[src/rtl/up_pkg.sv]
// Shared encodings for the micro-processor control unit: states, opcodes, Asel codes.
package up_pkg;

  typedef enum logic [3:0] {
    ST_START    = 4'd0,
    ST_FETCH    = 4'd1,
    ST_DECODE   = 4'd2,
    ST_WAITSTEP = 4'd3,
    ST_LOAD     = 4'd8,
    ST_STORE    = 4'd9,
    ST_ADD      = 4'd10,
    ST_SUB      = 4'd11,
    ST_INPUT    = 4'd12,
    ST_JZ       = 4'd13,
    ST_JPOS     = 4'd14,
    ST_HALT     = 4'd15
  } state_e;

  localparam logic [2:0] OP_LOAD  = 3'b000;
  localparam logic [2:0] OP_STORE = 3'b001;
  localparam logic [2:0] OP_ADD   = 3'b010;
  localparam logic [2:0] OP_SUB   = 3'b011;
  localparam logic [2:0] OP_INPUT = 3'b100;
  localparam logic [2:0] OP_JZ    = 3'b101;
  localparam logic [2:0] OP_JPOS  = 3'b110;
  localparam logic [2:0] OP_HALT  = 3'b111;

  localparam logic [1:0] ASEL_ALU = 2'b00;
  localparam logic [1:0] ASEL_IN  = 2'b01;
  localparam logic [1:0] ASEL_MEM = 2'b10;

  // Map an opcode to the execute state that implements it.
  function automatic state_e op_to_state(input logic [2:0] op);
    state_e s;
    case (op)
      OP_LOAD:  s = ST_LOAD;
      OP_STORE: s = ST_STORE;
      OP_ADD:   s = ST_ADD;
      OP_SUB:   s = ST_SUB;
      OP_INPUT: s = ST_INPUT;
      OP_JZ:    s = ST_JZ;
      OP_JPOS:  s = ST_JPOS;
      default:  s = ST_HALT;
    endcase
    return s;
  endfunction

endpackage

[src/rtl/up_cu_if.sv]
// Datapath <-> control unit signal bundle.
interface up_cu_if #(parameter int unsigned ICOUNT_W = 8);
  logic [2:0]          IR;
  logic                Aeq0;
  logic                Apos;
  logic                Enter;
  logic                StepMode;
  logic                Step;
  logic                IRload;
  logic                JMPmux;
  logic                PCload;
  logic                Meminst;
  logic                MemWr;
  logic                Aload;
  logic                Sub;
  logic [1:0]          Asel;
  logic                Halt;
  logic [3:0]          State;
  logic [ICOUNT_W-1:0] ICount;

  modport master (
    output IR, Aeq0, Apos, Enter, StepMode, Step,
    input  IRload, JMPmux, PCload, Meminst, MemWr, Aload, Sub, Asel, Halt, State, ICount
  );

  modport slave (
    input  IR, Aeq0, Apos, Enter, StepMode, Step,
    output IRload, JMPmux, PCload, Meminst, MemWr, Aload, Sub, Asel, Halt, State, ICount
  );
endinterface

[src/rtl/up_edge_det.sv]
// Rising-edge detector: rise_c is high while d=1 and the registered copy is 0.
module up_edge_det (
  input  logic clk,
  input  logic rst,
  input  logic d,
  output logic rise_c
);
  logic prev_d, prev_q;

  // Next value of the delayed copy.
  always_comb prev_d = d;

  // Delayed copy of the input, cleared by reset.
  always_ff @(posedge clk or posedge rst) begin
    if (rst) prev_q <= 1'b0;
    else     prev_q <= prev_d;
  end

  assign rise_c = d & ~prev_q;
endmodule

[src/rtl/up_cu.sv]
// Control unit FSM for the simple accumulator processor.
module up_cu
  import up_pkg::*;
#(
  parameter int unsigned ICOUNT_W = 8
) (
  input logic  CLOCK,
  input logic  RESET,
  up_cu_if.slave bus
);
  state_e              state_q, state_d, exec_next;
  logic [ICOUNT_W-1:0] icount_q, icount_d;
  logic                enter_rise, step_rise;
  logic                irload, jmpmux, pcload, meminst, memwr, aload, sub_op, halt;
  logic [1:0]          asel;

  up_edge_det u_enter_det (.clk(CLOCK), .rst(RESET), .d(bus.Enter), .rise_c(enter_rise));
  up_edge_det u_step_det  (.clk(CLOCK), .rst(RESET), .d(bus.Step),  .rise_c(step_rise));

  // Next-state, instruction counter and Moore/condition-qualified control decode.
  always_comb begin
    state_d   = state_q;
    icount_d  = icount_q;
    irload    = 1'b0;
    jmpmux    = 1'b0;
    pcload    = 1'b0;
    meminst   = 1'b0;
    memwr     = 1'b0;
    aload     = 1'b0;
    sub_op    = 1'b0;
    halt      = 1'b0;
    asel      = ASEL_ALU;
    exec_next = bus.StepMode ? ST_WAITSTEP : ST_FETCH;
    case (state_q)
      ST_START: state_d = ST_FETCH;
      ST_FETCH: begin
        irload   = 1'b1;
        pcload   = 1'b1;
        icount_d = icount_q + ICOUNT_W'(1);
        state_d  = ST_DECODE;
      end
      ST_DECODE: begin
        meminst = 1'b1;
        state_d = op_to_state(bus.IR);
      end
      ST_LOAD: begin
        meminst = 1'b1;
        asel    = ASEL_MEM;
        aload   = 1'b1;
        state_d = exec_next;
      end
      ST_STORE: begin
        meminst = 1'b1;
        memwr   = 1'b1;
        state_d = exec_next;
      end
      ST_ADD: begin
        meminst = 1'b1;
        aload   = 1'b1;
        state_d = exec_next;
      end
      ST_SUB: begin
        meminst = 1'b1;
        aload   = 1'b1;
        sub_op  = 1'b1;
        state_d = exec_next;
      end
      ST_INPUT: begin
        asel = ASEL_IN;
        // Only a fresh Enter press completes the instruction.
        if (enter_rise) begin
          aload   = 1'b1;
          state_d = exec_next;
        end
      end
      ST_JZ: begin
        jmpmux  = bus.Aeq0;
        pcload  = bus.Aeq0;
        state_d = exec_next;
      end
      ST_JPOS: begin
        jmpmux  = bus.Apos;
        pcload  = bus.Apos;
        state_d = exec_next;
      end
      ST_WAITSTEP: begin
        if (!bus.StepMode || step_rise) state_d = ST_FETCH;
      end
      ST_HALT: halt = 1'b1;
      default: state_d = ST_START;
    endcase
  end

  // State and instruction counter registers.
  always_ff @(posedge CLOCK or posedge RESET) begin
    if (RESET) begin
      state_q  <= ST_START;
      icount_q <= '0;
    end else begin
      state_q  <= state_d;
      icount_q <= icount_d;
    end
  end

  assign bus.IRload  = irload;
  assign bus.JMPmux  = jmpmux;
  assign bus.PCload  = pcload;
  assign bus.Meminst = meminst;
  assign bus.MemWr   = memwr;
  assign bus.Aload   = aload;
  assign bus.Sub     = sub_op;
  assign bus.Asel    = asel;
  assign bus.Halt    = halt;
  assign bus.State   = 4'(state_q);
  assign bus.ICount  = icount_q;
endmodule

[src/flat_wrapper.sv]
// flat-port wrapper written by rule: the top's interface ports become plain ports
module up_cu_flat import up_pkg::*;
#(
  parameter int unsigned ICOUNT_W = 8
)
  (CLOCK, RESET, bus_IR, bus_Aeq0, bus_Apos, bus_Enter, bus_StepMode, bus_Step, bus_IRload, bus_JMPmux, bus_PCload, bus_Meminst, bus_MemWr, bus_Aload, bus_Sub, bus_Asel, bus_Halt, bus_State, bus_ICount);
  up_cu_if #(.ICOUNT_W(ICOUNT_W)) bus_i ();
  input logic CLOCK;
  input logic RESET;
  input wire logic [$bits(bus_i.IR)-1:0] bus_IR;
  input wire logic [$bits(bus_i.Aeq0)-1:0] bus_Aeq0;
  input wire logic [$bits(bus_i.Apos)-1:0] bus_Apos;
  input wire logic [$bits(bus_i.Enter)-1:0] bus_Enter;
  input wire logic [$bits(bus_i.StepMode)-1:0] bus_StepMode;
  input wire logic [$bits(bus_i.Step)-1:0] bus_Step;
  output wire logic [$bits(bus_i.IRload)-1:0] bus_IRload;
  output wire logic [$bits(bus_i.JMPmux)-1:0] bus_JMPmux;
  output wire logic [$bits(bus_i.PCload)-1:0] bus_PCload;
  output wire logic [$bits(bus_i.Meminst)-1:0] bus_Meminst;
  output wire logic [$bits(bus_i.MemWr)-1:0] bus_MemWr;
  output wire logic [$bits(bus_i.Aload)-1:0] bus_Aload;
  output wire logic [$bits(bus_i.Sub)-1:0] bus_Sub;
  output wire logic [$bits(bus_i.Asel)-1:0] bus_Asel;
  output wire logic [$bits(bus_i.Halt)-1:0] bus_Halt;
  output wire logic [$bits(bus_i.State)-1:0] bus_State;
  output wire logic [$bits(bus_i.ICount)-1:0] bus_ICount;
  assign bus_i.IR = bus_IR;
  assign bus_i.Aeq0 = bus_Aeq0;
  assign bus_i.Apos = bus_Apos;
  assign bus_i.Enter = bus_Enter;
  assign bus_i.StepMode = bus_StepMode;
  assign bus_i.Step = bus_Step;
  assign bus_IRload = bus_i.IRload;
  assign bus_JMPmux = bus_i.JMPmux;
  assign bus_PCload = bus_i.PCload;
  assign bus_Meminst = bus_i.Meminst;
  assign bus_MemWr = bus_i.MemWr;
  assign bus_Aload = bus_i.Aload;
  assign bus_Sub = bus_i.Sub;
  assign bus_Asel = bus_i.Asel;
  assign bus_Halt = bus_i.Halt;
  assign bus_State = bus_i.State;
  assign bus_ICount = bus_i.ICount;
  up_cu #(.ICOUNT_W(ICOUNT_W)) u_core (.CLOCK(CLOCK), .RESET(RESET), .bus(bus_i));
endmodule
[config.mk]
export PLATFORM = sky130hd
export DESIGN_NAME = up_cu_flat
export DESIGN_NICKNAME = d
export VERILOG_FILES = /design/src/rtl/up_pkg.sv /design/src/rtl/up_cu_if.sv /design/src/rtl/up_edge_det.sv /design/src/rtl/up_cu.sv /design/src/flat_wrapper.sv
export SDC_FILE = /design/constraint.sdc
export NUM_CORES = 1
export LEC_CHECK = 0
export BUFFER_PORTS_ARGS = -buffer_cell sky130_fd_sc_hd__buf_2
export CAP_MARGIN = 10
export CORE_ASPECT_RATIO = 0.7
export CORE_UTILIZATION = 25
export CTS_CLUSTER_DIAMETER = 30
export DETAILED_ROUTE_END_ITERATION = 6
export PLACE_DENSITY = 0.59
export SETUP_SLACK_MARGIN = 0.15
export SYNTH_ARGS = -nofsm -noshare
export SYNTH_HDL_FRONTEND = slang
export SYNTH_SLANG_ARGS = --single-unit
[constraint.sdc]
create_clock -name CLOCK -period 4.45 [get_ports CLOCK]
set_input_delay 0.6675 -clock CLOCK [delete_from_list [all_inputs] [get_ports CLOCK]]
set_output_delay 0.6675 -clock CLOCK [all_outputs]
set_load 0.02 [all_outputs]
==> metrics.md, run 1 <==
| Metric | Value |
|---|---|
| Result of the run | finished clean |
| Timing-limited maximum frequency | 439 MHz |
| Max-cap check violation count | 0 |
| Final global-route overflow total | 0 |
| Number of antenna violations at the first check in global routing | 0 |
| Unrepaired setup endpoints after global routing | false |
| Buffers inserted by post-CTS timing repair | 0 |
| Headroom to the max-slew limit | 0.629 |
| Final sum of negative setup slack | 0 ns |
| Total half-perimeter wirelength after legalization and detailed placement | 1280 um |
| Die height | 48.8 um |
| Kind of cell with the highest combined delay on the critical path | flip-flops |
| Share of power burned in the clock network | 0.162 |
| Instance count of the mapped netlist | 82 |
| Transition time at the pin with the least slew margin | 0.557 ns |
| Clock latency on the worst-skew pair | 0.24 ns |
| CTS tree | built |
| DRC violation count after routing | 0 |
| Number of resized instances in the post-cts repair step | 0 |
| Commonest cells after routing, fill and taps aside | sky130_fd_sc_hd__buf_2 (31), sky130_fd_sc_hd__dfrtp_1 (14), sky130_fd_sc_hd__nand2_1 (12) |
| Multi-input gate area | 397 sq um |
| Asr flop ratio synth | 1.00 |
| Vias per inst | 4.68 |
| Max FO, Critical Path | 18 |
| Leading cell type in the layout, fill and taps excluded | sky130_fd_sc_hd__buf_2 |
| Number of detailed-route iterations in the first pass | 4 |
| First-pass GRT wire length | 2730 um |
| Element type at the critical path start | flip-flop |
| Reg power frac | 0.360 |
| Count of final hold-check violations | 0 |
| Post-synth EDFFs | 0 |
| Syn Std Cell Area | 781 sq um |
| Clock input transition at the sequential cells of the worst setup and hold paths | 0.06 ns |
| Post-Route WL | 1700 um |
| Startpoint of the lowest-slack register-to-register path | u_core.bus.State[3]$_DFFE_PP0P_ |
| Sequential cell area fraction in the yosys report | 0.449 |
| Worst setup path startpoint | u_core.bus.State[3]$_DFFE_PP0P_ |
| Worst Setup End Kind | primary output |
| Placement-stage cell area | 955 sq um |
| Arrival time reported for the critical path endpoint | 1.61 ns |
| Maximum clock skew at final layout | 0.000879 ns |
| Post-route antenna net violation count | 0 |
| Cell internal power dissipation | 0.405 mW |
| Cell chosen for the clock root | sky130_fd_sc_hd__clkbuf_8 |
| Yosys cell types | 27 |
| Via count | 693 |
| Lkg Pwr | 0.506 nW |
| Path type of the worst min-delay path | primary input to asynchronous set/reset pin |
| Setup-failing EPs final | 0 |
| Final max-slew violation count | 0 |
| Number of H-tree levels | 1 |
| Area growth from synthesis to layout | 29.3% |
| Site Rows | 16 |
| Switching power share of the total | 0.458 |
| Synthesis-stage register bit count | 14 |
| GRT Total Usage | 0.110 |
| Count of filler cells inserted in the layout | 318 |
| Buffers from clock root to sink, at most | 2 |
| Number of nets produced by synthesis | 93 |
| Die boundary width | 68.8 um |
| Power density cells | 740 nW/um^2 |
| Period minus WS final | 2.28 ns |
| Critical path's slowest cell | sky130_fd_sc_hd__dfrtp_1 |
| Total non-filler cell area in the finished layout | 1010 sq um |
| Fraction of power consumed by combinational cells | 0.477 |
| Ant diodes | 0 |
| Routability cong. | 0.838 |
| Data required time of the worst path | 3.78 ns |
| Final cycle utilization of the critical path | 0.512 |
| Maximum number of pins on one net before global-route repair | 19 |
| Mean cell area of the mapped netlist | 9.52 sq um |
| Number of global-route vias before repair | 574 |
| Switching component of the power | 0.342 mW |
| Delay contributed by the slowest stage of the critical path | 0.58 ns |
| Number of top-level design ports | 32 |
| Area of the die | 3350 sq um |
| Number of CTS-inserted buffers | 3 |
| Register Area | 350 sq um |
| Critical path type | flip-flop to primary output |
| Ordered cell list for the critical path | nor4b_4, buf_2 |
| Count of buffers inserted at the top-level ports | 31 |
| # nets final | 124 |
| Number of sinks on the clock net | 14 |
| Placeable core region | 2880 sq um |
| Average wire per cell in the routed design | 11.5 um |
| Leading register cell type out of synthesis | sky130_fd_sc_hd__dfrtp_1 |
| Worst-case vdd ir drop | 0.000317 V |
| Starting Density | 0.271 |
| CTS Hold Bufs | 0 |
| Number of warnings printed during yosys synthesis | 0 |
| Power after layout | 0.747 mW |
| Share of cells above drive strength 1 | 0.339 |
| Combined buffer and inverter count along the critical path | 1 |
| FF-to-FF setup slack | 2.69 ns |
| DR iter-0 viols | 19 |
per-layer routing:
| layer | GRT usage | share of wire | vias to the layer above |
|---|---|---|---|
| met5 | 0 | 0 | - |
| met4 | 0.0204 | 0 | 0 |
| met3 | 0.0495 | 0.074 | 0 |
| li1 | - | - | 343 |
| met2 | 0.142 | 0.42 | 29 |
| met1 | 0.167 | 0.51 | 321 |
final cells by class:
cell class,count,share of cell area
sequential,14,0.347
tap,36,0.0446
timing repair buffer,31,0.154
multi-input combinational,61,0.393
clock buffer,4,0.0545
inverter,2,0.00743
state kept, by name (all words and copies together) (netlist names):
name / count
u_core.u_enter_det.prev_q: 1
u_core.bus.ICount: 8
u_core.bus.State: 4
u_core.u_step_det.prev_q: 1
through the flow:
step	cells	util	hold slack [ns]	setup WS, ns
6_report	148	0.350	0.452	2.17
5_1_grt	148	0.350	0.508	2.09
4_1_cts	148	0.350	0.470	2.18
3_5_place_dp	144	0.331	0.467	2.45
3_3_place_gp	144	0.331	0.461	2.47
2_1_floorplan	82	-	0.557	2.18
cell usage after synthesis (2+ instances only):
library cell / n / area (sq um)
sky130_fd_sc_hd__nand4_1: 3 / 18.8
sky130_fd_sc_hd__inv_1: 2 / 7.51
sky130_fd_sc_hd__clkbuf_1: 4 / 15.0
sky130_fd_sc_hd__nand2_1: 12 / 45.0
sky130_fd_sc_hd__xnor2_1: 6 / 52.6
sky130_fd_sc_hd__o21a_1: 2 / 15.0
sky130_fd_sc_hd__nand2b_1: 3 / 18.8
sky130_fd_sc_hd__nor2b_1: 3 / 18.8
sky130_fd_sc_hd__dfrtp_1: 14 / 350
sky130_fd_sc_hd__and3_1: 4 / 25.0
sky130_fd_sc_hd__o21ai_0: 5 / 25.0
sky130_fd_sc_hd__nor2_1: 6 / 22.5
sky130_fd_sc_hd__nand3_1: 3 / 15.0
sky130_fd_sc_hd__nor4b_1: 2 / 17.5
power groups by stage:
stage	Sequential (mW)	Clock, mW	Combinational, mW
3_3_place_gp	0.265	0	0.357
4_1_cts	0.266	0.127	0.358
6_report	0.269	0.121	0.357
2_1_floorplan	0.271	0	0.255
5_1_grt	0.277	0.133	0.384
3_5_place_dp	0.269	0	0.357
cells by family (layout without fill, tap and decap cells):
logic type,Yosys count,after routing,synth area share
compound gates,11,11,0.0929
xor+xnor,7,7,0.0785
mux,1,1,0.0144
simple gates,41,41,0.306
flops,14,14,0.449
fa+ha+maj,1,1,0.0160
buf+inv,7,37,0.0433
worst paths after layout:
kind                                                       to  depth (start not counted)
min in group CLOCK           u_core.bus.ICount[7]$_DFFE_PP0P_                          1
max reg2reg                  u_core.bus.ICount[6]$_DFFE_PP0P_                          4
max in group asynchronous  u_core.u_step_det.prev_q$_DFF_PP0_                          2
min reg2reg                  u_core.bus.ICount[7]$_DFFE_PP0P_                          1
min                           u_core.bus.State[3]$_DFFE_PP0P_                          2
max                                                bus_IRload                          2
(Power assumes the default switching activity.)
==> run 2, diff against run 1 <==
clock period = 2.22 ns   (was 4.45 ns; I/O delays follow)
==> run 2 against run 1 <==
  * Register-to-register slack worse by 2.2 ns
  * Design area is 0.74% higher
  * Via count is 1.9% lower
  * Critical path type unchanged
  * Highest routed layer unchanged
==> metrics.md, run 2 (synthesis gave the netlist of run 1 again) <==
| Metric | Value |
|---|---|
| CTS tree | built |
| Number of resized instances in the post-cts repair step | 0 |
| Final cycle utilization of the critical path | 0.855 |
| Power after layout | 1.51 mW |
| Global Route met1 Usage | 0.177 |
| Final global-route overflow total | 0 |
| Number of global-route vias before repair | 625 |
| Met3 Track Usage GR | 0.0354 |
| Area growth from synthesis to layout | 30.3% |
| Data required time of the worst path | 1.89 ns |
| DRC violation count after routing | 0 |
| Final sum of negative setup slack | 0 ns |
| Die boundary width | 68.8 um |
| Busiest grt layer | met1 |
| Commonest cells after routing, fill and taps aside | sky130_fd_sc_hd__buf_2 (31), sky130_fd_sc_hd__dfrtp_1 (14), sky130_fd_sc_hd__nand2_1 (12) |
| Number of CTS-inserted buffers | 3 |
| Ant diodes | 0 |
| DR iter-0 viols | 26 |
| Result of the run | finished clean |
| First-pass GRT wire length | 2910 um |
| Post-Route WL | 1740 um |
| Routability cong. | 0.825 |
| Final max-slew violation count | 0 |
| Timing-limited maximum frequency | 527 MHz |
| Post-layout utilization of the core | 0.353 |
| Clock latency on the worst-skew pair | 0.24 ns |
| Cell chosen for the clock root | sky130_fd_sc_hd__clkbuf_8 |
| Area of the die | 3350 sq um |
| Worst setup path startpoint | u_core.bus.State[1]$_DFFE_PP0P_ |
| Count of filler cells inserted in the layout | 313 |
| Delay contributed by the slowest stage of the critical path | 0.54 ns |
| Setup-failing EPs final | 0 |
| # nets final | 125 |
| Total half-perimeter wirelength after legalization and detailed placement | 1340 um |
| Total non-filler cell area in the finished layout | 1020 sq um |
| Element type at the critical path start | flip-flop |
| Critical path's slowest cell | sky130_fd_sc_hd__nor4b_4 |
| Headroom to the max-slew limit | 0.649 |
| Via count | 680 |
| Worst hold slack across all endpoints | 0.122 ns |
| Number of H-tree levels | 1 |
| GRT Total Usage | 0.114 |
| Starting Density | 0.271 |
| Multi-input gate area | 397 sq um |
| Period minus WS final | 1.90 ns |
| Vias per inst | 4.56 |
| Average wire per cell in the routed design | 11.7 um |
| Placeable core region | 2880 sq um |
| Fraction of met2 tracks used by global routing | 0.154 |
| Unrepaired setup endpoints after global routing | false |
| Die height | 48.8 um |
| Site Rows | 16 |
| Worst-case vdd ir drop | 0.000806 V |
| Startpoint of the lowest-slack register-to-register path | u_core.bus.State[1]$_DFFE_PP0P_ |
| Lkg Pwr | 0.512 nW |
| Leading cell type in the layout, fill and taps excluded | sky130_fd_sc_hd__buf_2 |
| Arrival time reported for the critical path endpoint | 1.57 ns |
| Max FFs per register | 8 |
| Kind of cell with the highest combined delay on the critical path | simple AND/OR/NAND/NOR gates |
| Path type of the worst min-delay path | primary input to asynchronous set/reset pin |
| Number of top-level design ports | 32 |
| Number of antenna violations at the first check in global routing | 0 |
| Max FO, Critical Path | 14 |
| Critical path type | flip-flop to primary output |
| Count of buffers inserted at the top-level ports | 31 |
| Register Area | 350 sq um |
| Combined buffer and inverter count along the critical path | 1 |
| Buffers from clock root to sink, at most | 2 |
| Placement-stage cell area | 962 sq um |
| Number of detailed-route iterations in the first pass | 4 |
| Transition time at the pin with the least slew margin | 0.526 ns |
| Ordered cell list for the critical path | nor4b_4, buf_2 |
| Share of cells above drive strength 1 | 0.345 |
| CTS Hold Bufs | 0 |
| Max-cap check violation count | 0 |
| Count of final hold-check violations | 0 |
| Clock input transition at the sequential cells of the worst setup and hold paths | 0.06 ns |
| Post-route antenna net violation count | 0 |
| Buffers inserted by post-CTS timing repair | 0 |
| Maximum clock skew at final layout | 0.00195 ns |
| Maximum number of pins on one net before global-route repair | 18 |
| Power density cells | 1480 nW/um^2 |
| Number of sinks on the clock net | 14 |
| Worst Setup End Kind | primary output |
==> run 2: final timing paths <==
kind,cells past startpoint,endpoint,slack (ns)
setup / recovery,2,bus_IRload,0.32
hold / removal,2,u_core.bus.ICount[4]$_DFFE_PP0P_,0.12
setup reg to reg,4,u_core.bus.ICount[6]$_DFFE_PP0P_,0.51
hold reg to reg,1,u_core.bus.ICount[7]$_DFFE_PP0P_,0.47
max in group asynchronous,2,u_core.bus.ICount[3]$_DFFE_PP0P_,1.75
min in group CLOCK,1,u_core.u_step_det.prev_q$_DFF_PP0_,0.21
==> run 2: final cells by class <==
cell class,count,area share
sequential,14,0.344
timing repair buffer,32,0.160
tap,36,0.0443
inverter,2,0.00738
multi-input combinational,61,0.390
clock buffer,4,0.0541
==> run 2: where the power goes <==
part	leakage (nW)	switching [mW]	internal, mW
combinational	0.308	0.448	0.321
clock	0.0288	0.0831	0.157
sequential	0.175	0.153	0.346
total	0.512	0.684	0.823
==> run 2: metrics by stage <==
stage / worst slack [ns] / std cells
2_1_floorplan: 0.280 / 82
5_1_grt: 0.236 / 149
4_1_cts: 0.334 / 149
3_5_place_dp: 0.527 / 145
6_report: 0.321 / 149
3_3_place_gp: 0.582 / 145
==> run 2: routing by layer <==
metal | vias to the layer above | part of all wire
met4 | 0 | 0
met1 | 320 | 0.54
li1 | 349 | -
met5 | - | 0
met2 | 11 | 0.42
met3 | 0 | 0.042
